File: config.mk
export PLATFORM = sky130hd
export DESIGN_NAME = alu_issue
export DESIGN_NICKNAME = d
export VERILOG_FILES = /design/src/rtl/alu_issue.sv
export SDC_FILE = /design/constraint.sdc
export NUM_CORES = 1
export LEC_CHECK = 0
export CORE_MARGIN = 2
export CORE_UTILIZATION = 37
export DETAILED_ROUTE_END_ITERATION = 10
export GPL_ROUTABILITY_DRIVEN = 1
export PLACE_DENSITY = 0.78
export REMOVE_ABC_BUFFERS = 1
export SYNTH_ARGS = -nofsm -noshare
export SYNTH_HDL_FRONTEND = slang
export SYNTH_SLANG_ARGS = --single-unit
File: constraint.sdc
create_clock -name clk -period 1.8 [get_ports clk]
set_clock_uncertainty 0.05 [all_clocks]
set_input_delay 0.27 -clock clk [delete_from_list [all_inputs] [get_ports clk]]
set_output_delay 0.27 -clock clk [all_outputs]
set_load 0.005 [all_outputs]
File: src/rtl/alu_issue.sv
// Issue controller between decode and a one-cycle registered ALU: decodes MIPS ops, holds operands, returns result/flags.
// Optional overflow trapping on ADD/ADDI/SUB is enabled by defining ALU_ISSUE_TRAP_EN.
module alu_issue #(
   parameter int WIDTH    = 32,
   parameter int OP_WIDTH = 3
) (
   input  logic                clk,
   input  logic                rst_n,
   input  logic                in_valid,
   output logic                in_ready,
   input  logic [31:0]         in_instr,
   input  logic [WIDTH-1:0]    in_rs_val,
   input  logic [WIDTH-1:0]    in_rt_val,
   output logic [OP_WIDTH-1:0] alu_op,
   output logic [WIDTH-1:0]    alu_a,
   output logic [WIDTH-1:0]    alu_b,
   input  logic [WIDTH-1:0]    alu_result,
   output logic                out_valid,
   input  logic                out_ready,
   output logic [WIDTH-1:0]    out_result,
   output logic                out_zero,
   output logic                out_trap,
   output logic                out_illegal
);

   localparam logic [OP_WIDTH-1:0] OP_AND = OP_WIDTH'(0);
   localparam logic [OP_WIDTH-1:0] OP_OR  = OP_WIDTH'(1);
   localparam logic [OP_WIDTH-1:0] OP_ADD = OP_WIDTH'(2);
   localparam logic [OP_WIDTH-1:0] OP_SUB = OP_WIDTH'(3);
   localparam logic [OP_WIDTH-1:0] OP_SLT = OP_WIDTH'(4);

   typedef enum logic [1:0] {IDLE, ISSUE, CAPTURE, RESP} state_t;

   state_t               state_q;
   logic [OP_WIDTH-1:0]  alu_op_q;
   logic [WIDTH-1:0]     alu_a_q, alu_b_q;
   logic [WIDTH-1:0]     out_result_q;
   logic                 out_zero_q, out_illegal_q;

   logic [5:0]           opcode, funct;
   logic [15:0]          imm;
   logic                 legal_d, trap_op_d;
   logic [OP_WIDTH-1:0]  op_d;
   logic [WIDTH-1:0]     b_d;

   assign opcode = in_instr[31:26];
   assign funct  = in_instr[5:0];
   assign imm    = in_instr[15:0];

   always_comb begin
      legal_d   = 1'b1;
      trap_op_d = 1'b0;
      op_d      = OP_ADD;
      b_d       = in_rt_val;
      case (opcode)
         6'h00: begin
            case (funct)
               6'h20: begin op_d = OP_ADD; trap_op_d = 1'b1; end
               6'h21: op_d = OP_ADD;
               6'h22: begin op_d = OP_SUB; trap_op_d = 1'b1; end
               6'h23: op_d = OP_SUB;
               6'h24: op_d = OP_AND;
               6'h25: op_d = OP_OR;
               6'h2A: op_d = OP_SLT;
               default: legal_d = 1'b0;
            endcase
         end
         6'h08: begin op_d = OP_ADD; b_d = WIDTH'($signed(imm)); trap_op_d = 1'b1; end
         6'h09: begin op_d = OP_ADD; b_d = WIDTH'($signed(imm)); end
         6'h0A: begin op_d = OP_SLT; b_d = WIDTH'($signed(imm)); end
         6'h0C: begin op_d = OP_AND; b_d = WIDTH'(imm); end
         6'h0D: begin op_d = OP_OR;  b_d = WIDTH'(imm); end
         6'h04: op_d = OP_SUB;
         default: legal_d = 1'b0;
      endcase
   end

`ifdef ALU_ISSUE_TRAP_EN
   logic trap_op_q, out_trap_q, ovf;
   // Sign-bit overflow check on the held operands against the ALU's registered result.
   always_comb begin
      ovf = 1'b0;
      if (alu_op_q == OP_ADD)
         ovf = (alu_a_q[WIDTH-1] == alu_b_q[WIDTH-1]) && (alu_result[WIDTH-1] != alu_a_q[WIDTH-1]);
      else if (alu_op_q == OP_SUB)
         ovf = (alu_a_q[WIDTH-1] != alu_b_q[WIDTH-1]) && (alu_result[WIDTH-1] != alu_a_q[WIDTH-1]);
   end

   always_ff @(posedge clk or negedge rst_n) begin
      if (!rst_n) begin
         trap_op_q  <= 1'b0;
         out_trap_q <= 1'b0;
      end else begin
         if (state_q == IDLE && in_valid) begin
            trap_op_q  <= trap_op_d;
            out_trap_q <= 1'b0;
         end else if (state_q == CAPTURE) begin
            out_trap_q <= trap_op_q && ovf;
         end
      end
   end

   assign out_trap = out_trap_q;

   logic unused_fields;
   assign unused_fields = ^in_instr[25:16];
`else
   assign out_trap = 1'b0;

   logic unused_fields;
   assign unused_fields = ^{in_instr[25:16], trap_op_d};
`endif

   always_ff @(posedge clk or negedge rst_n) begin
      if (!rst_n) begin
         state_q       <= IDLE;
         alu_op_q      <= '0;
         alu_a_q       <= '0;
         alu_b_q       <= '0;
         out_result_q  <= '0;
         out_zero_q    <= 1'b0;
         out_illegal_q <= 1'b0;
      end else begin
         case (state_q)
            IDLE: begin
               if (in_valid) begin
                  if (legal_d) begin
                     alu_op_q <= op_d;
                     alu_a_q  <= in_rs_val;
                     alu_b_q  <= b_d;
                     state_q  <= ISSUE;
                  end else begin
                     // Illegal ops bypass the ALU; operand registers keep the previous instruction.
                     out_result_q  <= '0;
                     out_zero_q    <= 1'b0;
                     out_illegal_q <= 1'b1;
                     state_q       <= RESP;
                  end
               end
            end
            ISSUE:   state_q <= CAPTURE;
            CAPTURE: begin
               out_result_q  <= alu_result;
               out_zero_q    <= (alu_result == '0);
               out_illegal_q <= 1'b0;
               state_q       <= RESP;
            end
            RESP:    if (out_ready) state_q <= IDLE;
            default: state_q <= IDLE;
         endcase
      end
   end

   assign in_ready    = (state_q == IDLE);
   assign out_valid   = (state_q == RESP);
   assign alu_op      = alu_op_q;
   assign alu_a       = alu_a_q;
   assign alu_b       = alu_b_q;
   assign out_result  = out_result_q;
   assign out_zero    = out_zero_q;
   assign out_illegal = out_illegal_q;

endmodule

== Word level (Yosys, flattened, before mapping) ==
Index checks and enable logic that the tools add are counted.

* Output and inout port bits: 104
* Bits in registers: 103
* Input port bits: 132

* Reductions and logical operators: 12
* Multiplexer cells: 18
* Eq/ne operators: 19

{| class="wikitable"
|+ Operators by type and width
! operator !! number
|-
| $pmux W32 S2 || 2
|-
| $mux W32 || 2
|-
| $eq A6 B6 Y1 const B || 7
|-
| $logic_not A32 Y1 || 1
|-
| $eq A6 B4 Y1 const B || 5
|-
| $pmux W3 S5 || 1
|-
| $pmux W3 S4 || 1
|-
| $pmux W2 S4 || 1
|-
| $reduce_or A7 Y1 || 1
|-
| $eq A6 B3 Y1 const B || 1
|-
| $logic_not A6 Y1 || 1
|-
| $mux W2 || 3
|-
| $pmux W1 S2 || 3
|-
| $reduce_and A3 Y1 || 2
|-
| $reduce_or A6 Y1 || 1
|-
| $mux W1 || 5
|-
| $eq A2 B2 Y1 const B || 2
|-
| $ne A2 B2 Y1 const B || 2
|-
| $reduce_or A2 Y1 || 2
|-
| $reduce_or A3 Y1 || 1
|-
| $eq A2 B1 Y1 const B || 1
|-
| $logic_not A2 Y1 || 1
|-
| $ne A2 B1 Y1 const B || 1
|-
| $reduce_and A2 Y1 || 1
|-
| $reduce_bool A2 Y1 || 1
|}

== Longest topological paths before layout ==
Gate-level depths: netlist (run 1).

* Word-level depth: 7
* Depth in mapped cells: 7

== Worst setup path before layout (run 1) ==
No wires, ideal clock.

* Path kind: reg2reg
* Start: reg state_q[0]
* End: reg out_result_q[10], in the netlist out_result[10]
* Library setup time: 79 ps
* Path buffers: 2
* Slack: -28 ps
* Data required time: 1671 ps
* Data arrival time: 1698 ps
* Stages on the path, launching flop included: 8
* Period minus slack after synthesis: 1828 ps
* Path through: dfrtp_1 inv_1 ha_1 clkbuf_1 mux2i_1 a21oi_2 buf_4 mux2i_1

* Cells in the longest elaborated chain, start to end: 3
* Elaborated cells on any way between the ends: 7
* Those cells by class: eq/ne (3); mux (1); reduce/logical (3)

{| class="wikitable"
|+ Ends and longest elaborated chain
! element !! line !! RTL
|-
| from (decl) || 34 || <nowiki>state_t state_q;</nowiki>
|-
| from (signal assigned) || 116 || <nowiki>state_q <= IDLE;</nowiki>
|-
| from (signal assigned) || 131 || <nowiki>state_q <= ISSUE;</nowiki>
|-
| from (signal assigned) || 137 || <nowiki>state_q <= RESP;</nowiki>
|-
| $logic_not A2 Y1 * || n/a ||
|-
| net in_ready || 10 || <nowiki>output logic in_ready,</nowiki>
|-
| $ne A2 B2 Y1 (no source line) or $reduce_bool A2 Y1 (tied branches) || n/a ||
|-
| $reduce_and A3 Y1 (no source line) || n/a ||
|-
| to (signal assigned) || 143 || <nowiki>out_result_q <= alu_result;</nowiki>
|-
| to (decl) || 37 || <nowiki>logic [WIDTH-1:0] out_result_q;</nowiki>
|}

Mark *: on every way through the listed nets, which the timed path passes. The rest lies on a longest branch.
A chain may end at the register's enable or synchronous reset.

== Final worst setup path (run 1) ==
* Start: in in_instr[31]
* End: reg alu_b_q[7], in the netlist alu_b[7]

* Cells in the longest elaborated chain, start to end: 4
* Elaborated cells on any way between the ends: 13
* Those cells by class: eq/ne (6); mux (2); reduce/logical (5)

{| class="wikitable"
|+ Ends and longest elaborated chain
! element !! line !! RTL
|-
| from (decl) || 11 || <nowiki>input logic [31:0] in_instr,</nowiki>
|-
| $eq A6 B4 Y1 or $eq A6 B3 Y1 (tied branches) || 55 || <nowiki>case (opcode)</nowiki>
|-
| $reduce_or A6 Y1 (no source line) || n/a ||
|-
| $pmux W1 S2 || 55 ||
|-
| $reduce_and A3 Y1 (no source line) || n/a ||
|-
| to (signal assigned) || 119 || <nowiki>alu_b_q <= '0;</nowiki>
|-
| to (signal assigned) || 130 || <nowiki>alu_b_q <= b_d;</nowiki>
|-
| to (decl) || 36 || <nowiki>logic [WIDTH-1:0] alu_a_q, alu_b_q;</nowiki>
|}

Several ways; a longest one is shown, not always the timed one.

==> run summary, run 1 <==
Worst IR Drop VDD: 0.557 mV
First-pass GRT wire length: 20800 um
1st-pass router iterations: 4
Reg-to-reg slack, setup: 0.10 ns
Largest net degree at the start of global routing: 34
Worst setup path startpoint: in_instr[31]
Worst path max stage delay: 0.27 ns
Mapped Cells: 393
Final WS setup: 0.0496 ns
Chip height: 117 um
Clock-pin slew on the worst setup and hold paths: 0.07 ns
Number of global-route vias before repair: 4166
Nature of the critical path startpoint: input pin
Dominant synthesized flop cell: dfrtp_1
Hold Vio Cnt, Final: 0
Port-buffer cells: 224
CP endpoint kind: register
Max-cap violations: 0
Post-synth ARST share: 100%
Core Region: 12500 um2
Pwr dens: 1260 nW/um2
Largest buffer count on any clock path: 2
Adder-cell share of the synthesized area: 0.795%
Die ar.: 13700 um2
H-tree Lvls: 3
# setup viols final: 0
Seq cells post-synth: 103
Mux contribution to synthesized area: 27.5%
Core Rows: 41
Post-synthesis sequential area ratio: 54.6%
Worst setup path category: input pin to register
Pins Over Slew Limit: 0
Fin util: 63.9%
Post-synth EDFFs: 0
Layout cell share with drive strength beyond 1: 22.7%
Hold_ws: 0.275 ns
Outcome: finished clean
Die Wd: 117 um
Buffer and inverter count on the worst path: 4
GRT overflow: 0
GR Util All Layers: 20.1%
Area Growth Syn to Fin: 69.3%
Final min period: 1.75 ns
Via count: 3922
CTS root buf: clkbuf_16
Leakage: 3.71 nW
Gpl congestion: 0.901
Yosys cell types: 36
Period utilization: 97.2%
Clock Sinks: 103
Post-Synth Simple-Gate Area: 6.47%
Initial Utilization: 37.7%
Top sig layer: met4
CTS Buf Count: 9
Worst Path Required: 1.98 ns
Placed inst area: 7410 um2
Avg Inst Size Synth: 12.0 um2
Metal3 WL: 809 um
Crit path cell chain: clkdlybuf4s15_1 > nor3_4 > buf_4 > nand3_2 > o211ai_4 > nand3_4 > buf_12 > buf_16 > mux2_2
Final design instance area without fill: 7990 um2
Crit Path Max Fanout: 5
Placement Setup Slack: -0.512 ns
Post-DP HPWL: 10000 um
Remaining antenna violation count after routing: 0
1st-iter DRT viols: 113
Post-Route WL: 13800 um
Worst-Skew Late Latency: 0.34 ns
Total power: 10.0 mW
Top-level I/O count: 236
Worst Path Arrival: 1.93 ns
Top cell family by delay on the critical path: buffers and inverters
Met2 wire length: 7090 um
Worst path slowest cell: clkdlybuf4s15_1
Post-synthesis xor/xnor area fraction: 0.186%
Hold_sp: in_instr[0]
Warnings, synthesis: 0
Drt via density: 4.73
Min-delay worst type: input pin to register
N_diodes: 0
Largest family of logic cells by synthesized area: multiplexers
Post-route DRC: 0
Fmax: 0.571 GHz
Met1 WL: 5350 um
Final Net Count: 787
Compound-cell area share of the yosys netlist: 3.84%
CTS tree: done
WL/cell: 16.7 um
Worst r2r src: state_q[0]
Mapped Area: 4720 um2
Initial antenna violation count: 0
[state kept, by name, indices dropped and copies added, names as in the netlist]
name,flops
alu_b,32
state_q,2
out_illegal,1
alu_op,3
alu_a,32
out_result,32
out_zero,1
[metal layers]
metal / vias up / GRT usage [%]
met5: - / 0
li1: 1834 / -
met1: 1909 / 22.5
met4: 0 / 11.5
met2: 142 / 35.3
met3: 37 / 4.69
[cell type report]
class	instances	area, um2
inverters	52	195
well taps	172	215
flip-flops and latches	103	2580
multi-input cells	218	1930
repair buffers	268	2770
clock buffers	11	243
clock inverters	5	57.6
fillers	972	4520
[layout by cell type (no fill, tap or decap), types with 2 or more instances in the layout]
master,Yosys,final
clkdlybuf4s50_1,0,209
dfrtp_1,103,103
mux2_2,66,66
inv_1,52,51
mux2i_1,51,51
nand2_1,38,36
buf_4,4,26
a21oi_1,17,17
clkbuf_16,0,9
buf_12,0,9
nor4_1,6,6
dlygate4sd2_1,0,6
buf_16,0,5
clkbuf_2,0,4
nor2_1,4,3
mux2_4,3,3
clkinvlp_4,0,3
buf_6,2,3
nand2_2,0,2
nand2b_4,0,2
o32a_1,2,2
or3_1,2,2
nand4_1,2,2
ha_1,3,2
clkdlybuf4s15_1,0,2
[stage by stage]
step / setup TNS (ns) / instances
after floorplan: -132.94 / 373
after global placement: -42.89 / 799
after detailed placement: -43.98 / 799
after CTS: -0.102 / 827
after global routing: -0.0915 / 829
final: 0 / 829
[logic make-up after synthesis]
kind of cell | count (synthesis)
xor+xnor | 1
compound gates | 28
mux | 120
buf+inv | 72
other cells | 1
fa+ha+maj | 3
flops | 103
simple gates | 65
[tightest hold or removal path, stage by stage]
cell    delay (ns)
buf_2         0.10
mux2_2        0.14
mux2_2        0.13
[power by group]
group / switching [mW] / total [mW] / leakage (nW) / internal [mW]
Sequential: 0.425 / 3.54 / 1.30 / 3.11
Combinational: 1.66 / 4.52 / 2.27 / 2.86
Clock: 0.863 / 1.98 / 0.138 / 1.11
[cells in the mapped netlist (all sizes together) (4+ instances only)]
library cell / number / area, um2
dfrtp: 103 / 2580
mux2: 69 / 788
inv: 52 / 195
mux2i: 51 / 510
nand2: 38 / 143
a21oi: 18 / 93.8
buf: 12 / 82.6
clkbuf: 8 / 30.0
nor4: 6 / 37.5
nor2: 4 / 15.0
[path summary, 6_finish.rpt]
check | endpoint | cells past startpoint
hold reg to reg | alu_b[3] | 1
min in group asynchronous | alu_b[10] | 2
max in group asynchronous | alu_a[29] | 3
setup reg to reg | alu_b[7] | 7
setup / recovery | alu_b[7] | 9
hold / removal | alu_b[0] | 3
[timing repair]
| item | 4_1_cts | 5_1_grt |
|---|---|---|
| gates cloned | 4 | 0 |
| resized for setup | 36 | 17 |
| setup endpoints to repair | 95 | 95 |
| hold buffers | 1 | 0 |
| endpoints found under the hold margin | 18 | 0 |
| buffers inserted | 8 | 2 |
| pin swaps | 6 | 5 |
(Power assumes the default switching activity.)
==> run 2, diff against run 1 <==
- CORE_UTILIZATION: 37 -> 57
- DONT_BUFFER_PORTS: not set -> 1
- PLACE_DENSITY: 0.78 -> 0.75
- SKIP_CTS_REPAIR_TIMING: not set -> 1
==> run summary, run 2 (synthesized netlist as in run 1, its figures left out) <==
Worst Path Required: 2.01 ns (+0.03 ns)
Top-level I/O count: 236 (unchanged)
Outcome: finished, violations left
Via count: 3211 (-18%)
Placed cell count: 494 (-38%)
Largest net degree at the start of global routing: 104 (+210%)
Worst Path Arrival: 1.95 ns (+0.02 ns)
GRT overflow: 0 (unchanged)
Hold_ws: -0.464 ns (-0.738 ns)
Pwr dens: 1320 nW/um2 (+5.1%)
Worst path max stage delay: 0.38 ns (+0.11 ns)
Reg power frac: 49.7% (+14 points)
Clock network power share: 18.7% (-1.0 points)
Crit path cell chain: inv_1 > ha_1 > buf_4 > nand3_4 > buf_6 > mux2_2
Non-filler cells, final: 571 (-31%)
Post-route DRC: 0 (unchanged)
Core Rows: 33 (-20%)
Pins Over Slew Limit: 0 (unchanged)
Comb pwr share: 31.6% (-13 points)
CTS tree: done
First-pass GRT wire length: 14600 um (-30%)
Hold Vio Cnt, Final: 105 (+105)
GR Util All Layers: 21.3% (+1.2 points)
Worst path slowest cell: mux2_2
N_diodes: 0 (unchanged)
Gpl congestion: 0.737 (-18%)
Top cell family by delay on the critical path: buffers and inverters
Critical Path Stages: 6 (-3)
CP endpoint kind: register
Worst setup path category: register to register
Min-delay worst type: input pin to async pin
Most common cell after layout, fill and taps aside: dfrtp_1
# setup viols final: 0 (unchanged)
Clock Sinks: 103 (unchanged)
Pint: 5.00 mW (-30%)
Post-Route WL: 11100 um (-20%)
Clock-pin slew on the worst setup and hold paths: 0.11 ns (+0.04 ns)
Largest buffer count on any clock path: 2 (unchanged)
Sw frac: 34.1% (+4.7 points)
CTS root buf: clkbuf_8
Die ar.: 9030 um2 (-34%)
Number of global-route vias before repair: 3018 (-28%)
Area Growth Syn to Fin: 21.7%
Port-buffer cells: 0 (-100%)
Buffer and inverter count on the worst path: 3 (-1)
Leakage: 2.85 nW (-23%)
Failing checks: negative hold slack
P_sw: 2.58 mW (-12%)
Worst IR Drop VDD: 0.742 mV (+33%)
Die Wd: 95.0 um (-19%)
Remaining antenna violation count after routing: 0 (unchanged)
Commonest cells after routing, fill and taps aside: dfrtp_1 (103), mux2_2 (66), dlygate4sd3_1 (54), inv_1 (52), mux2i_1 (51)
Final min period: 1.74 ns (-0.0115 ns)
Fin util: 70.6% (+6.8 points)
# fillers: 563 (-42%)
Drt via density: 5.62 (+19%)
Nature of the critical path startpoint: register
CTS Buf Count: 9 (unchanged)
Initial Utilization: 58.0% (+20 points)
Initial antenna violation count: 0 (unchanged)
1st-pass router iterations: 4 (unchanged)
Worst r2r path cells: 6 (-1)
Core Region: 8130 um2 (-35%)
1st-iter DRT viols: 83 (-27%)
Period utilization: 96.6% (-0.64 points)
Post-DP HPWL: 7170 um (-28%)
Chip height: 95.0 um (-19%)
H-tree Lvls: 3 (unchanged)
Final Net Count: 596 (-24%)
WL/cell: 19.4 um (+17%)
Crit Path Max Fanout: 22 (+17)
Fmax: 0.575 GHz (+0.66%)
Max-cap violations: 0 (unchanged)
Layout cell share with drive strength beyond 1: 24.2% (+1.6 points)
Worst-Skew Late Latency: 0.36 ns (+0.02 ns)
[run 2: changes by cell type in the layout (fill, tap and decap cells not counted), sizes merged]
| cell | change |
|---|---|
| buf | -23 |
| bufinv | -1 |
| clkbuf | -5 |
| clkdlybuf4s15 | -2 |
| clkdlybuf4s50 | -209 |
| clkinv | +1 |
| clkinvlp | -3 |
| dlygate4sd2 | -6 |
| dlygate4sd3 | +53 |
| dlymetal6s2s | -1 |
| inv | +5 |
[run 2: layout make-up]
class / count / area, um2 / area share, %
Sequential cell: 103 / 2580 / 44.9
Timing Repair Buffer: 77 / 792 / 13.8
Clock buffer: 9 / 124 / 2.16
Clock inverter: 7 / 70.1 / 1.22
Tap cell: 105 / 131 / 2.29
Inverter: 52 / 195 / 3.40
Multi-Input combinational cell: 218 / 1860 / 32.3
[run 2: path summary, 6_finish.rpt]
kind                           startpoint              to  slack, ns
setup / recovery               state_q[0]       alu_a[20]       0.06
hold / removal                      rst_n  out_result[16]      -0.46
setup reg to reg               state_q[0]       alu_a[20]       0.06
hold reg to reg                  alu_b[1]        alu_b[1]       0.49
max in group asynchronous           rst_n       alu_b[25]       1.97
min in group clk           alu_result[20]  out_result[20]      -0.01
[run 2: layer usage]
layer  GRT usage (%)  routed length (um)  up-vias
met2            36.5                5890      141
met1            24.7                4050     1601
met4            7.00                 192        0
li1                -                   -     1451
met3            7.98                 948       18
met5               0                   0        -
[run 2: power by group through the flow]
| stage | sequential (mW) | clock [mW] | combinational (mW) |
|---|---|---|---|
| 2_1_floorplan | 3.60 | 0 | 1.61 |
| 3_3_place_gp | 3.78 | 0 | 1.99 |
| 3_5_place_dp | 3.81 | 0 | 2.09 |
| 4_1_cts | 3.77 | 1.45 | 2.10 |
| 5_1_grt | 3.86 | 1.55 | 2.61 |
| 6_report | 3.77 | 1.42 | 2.40 |
[run 2: stage by stage]
| stage | instance area (um2) | setup WS (ns) | setup TNS, ns | power, mW |
|---|---|---|---|---|
| 2_1_floorplan | 4610 | -1.48 | -132.94 | 5.21 |
| 3_3_place_gp | 4920 | -0.0393 | -1.21 | 5.77 |
| 3_5_place_dp | 4920 | -0.0686 | -2.78 | 5.90 |
| 4_1_cts | 5110 | -0.106 | -1.80 | 7.33 |
| 5_1_grt | 5750 | -0.110 | -0.135 | 8.02 |
| 6_report | 5750 | 0.0610 | 0 | 7.58 |
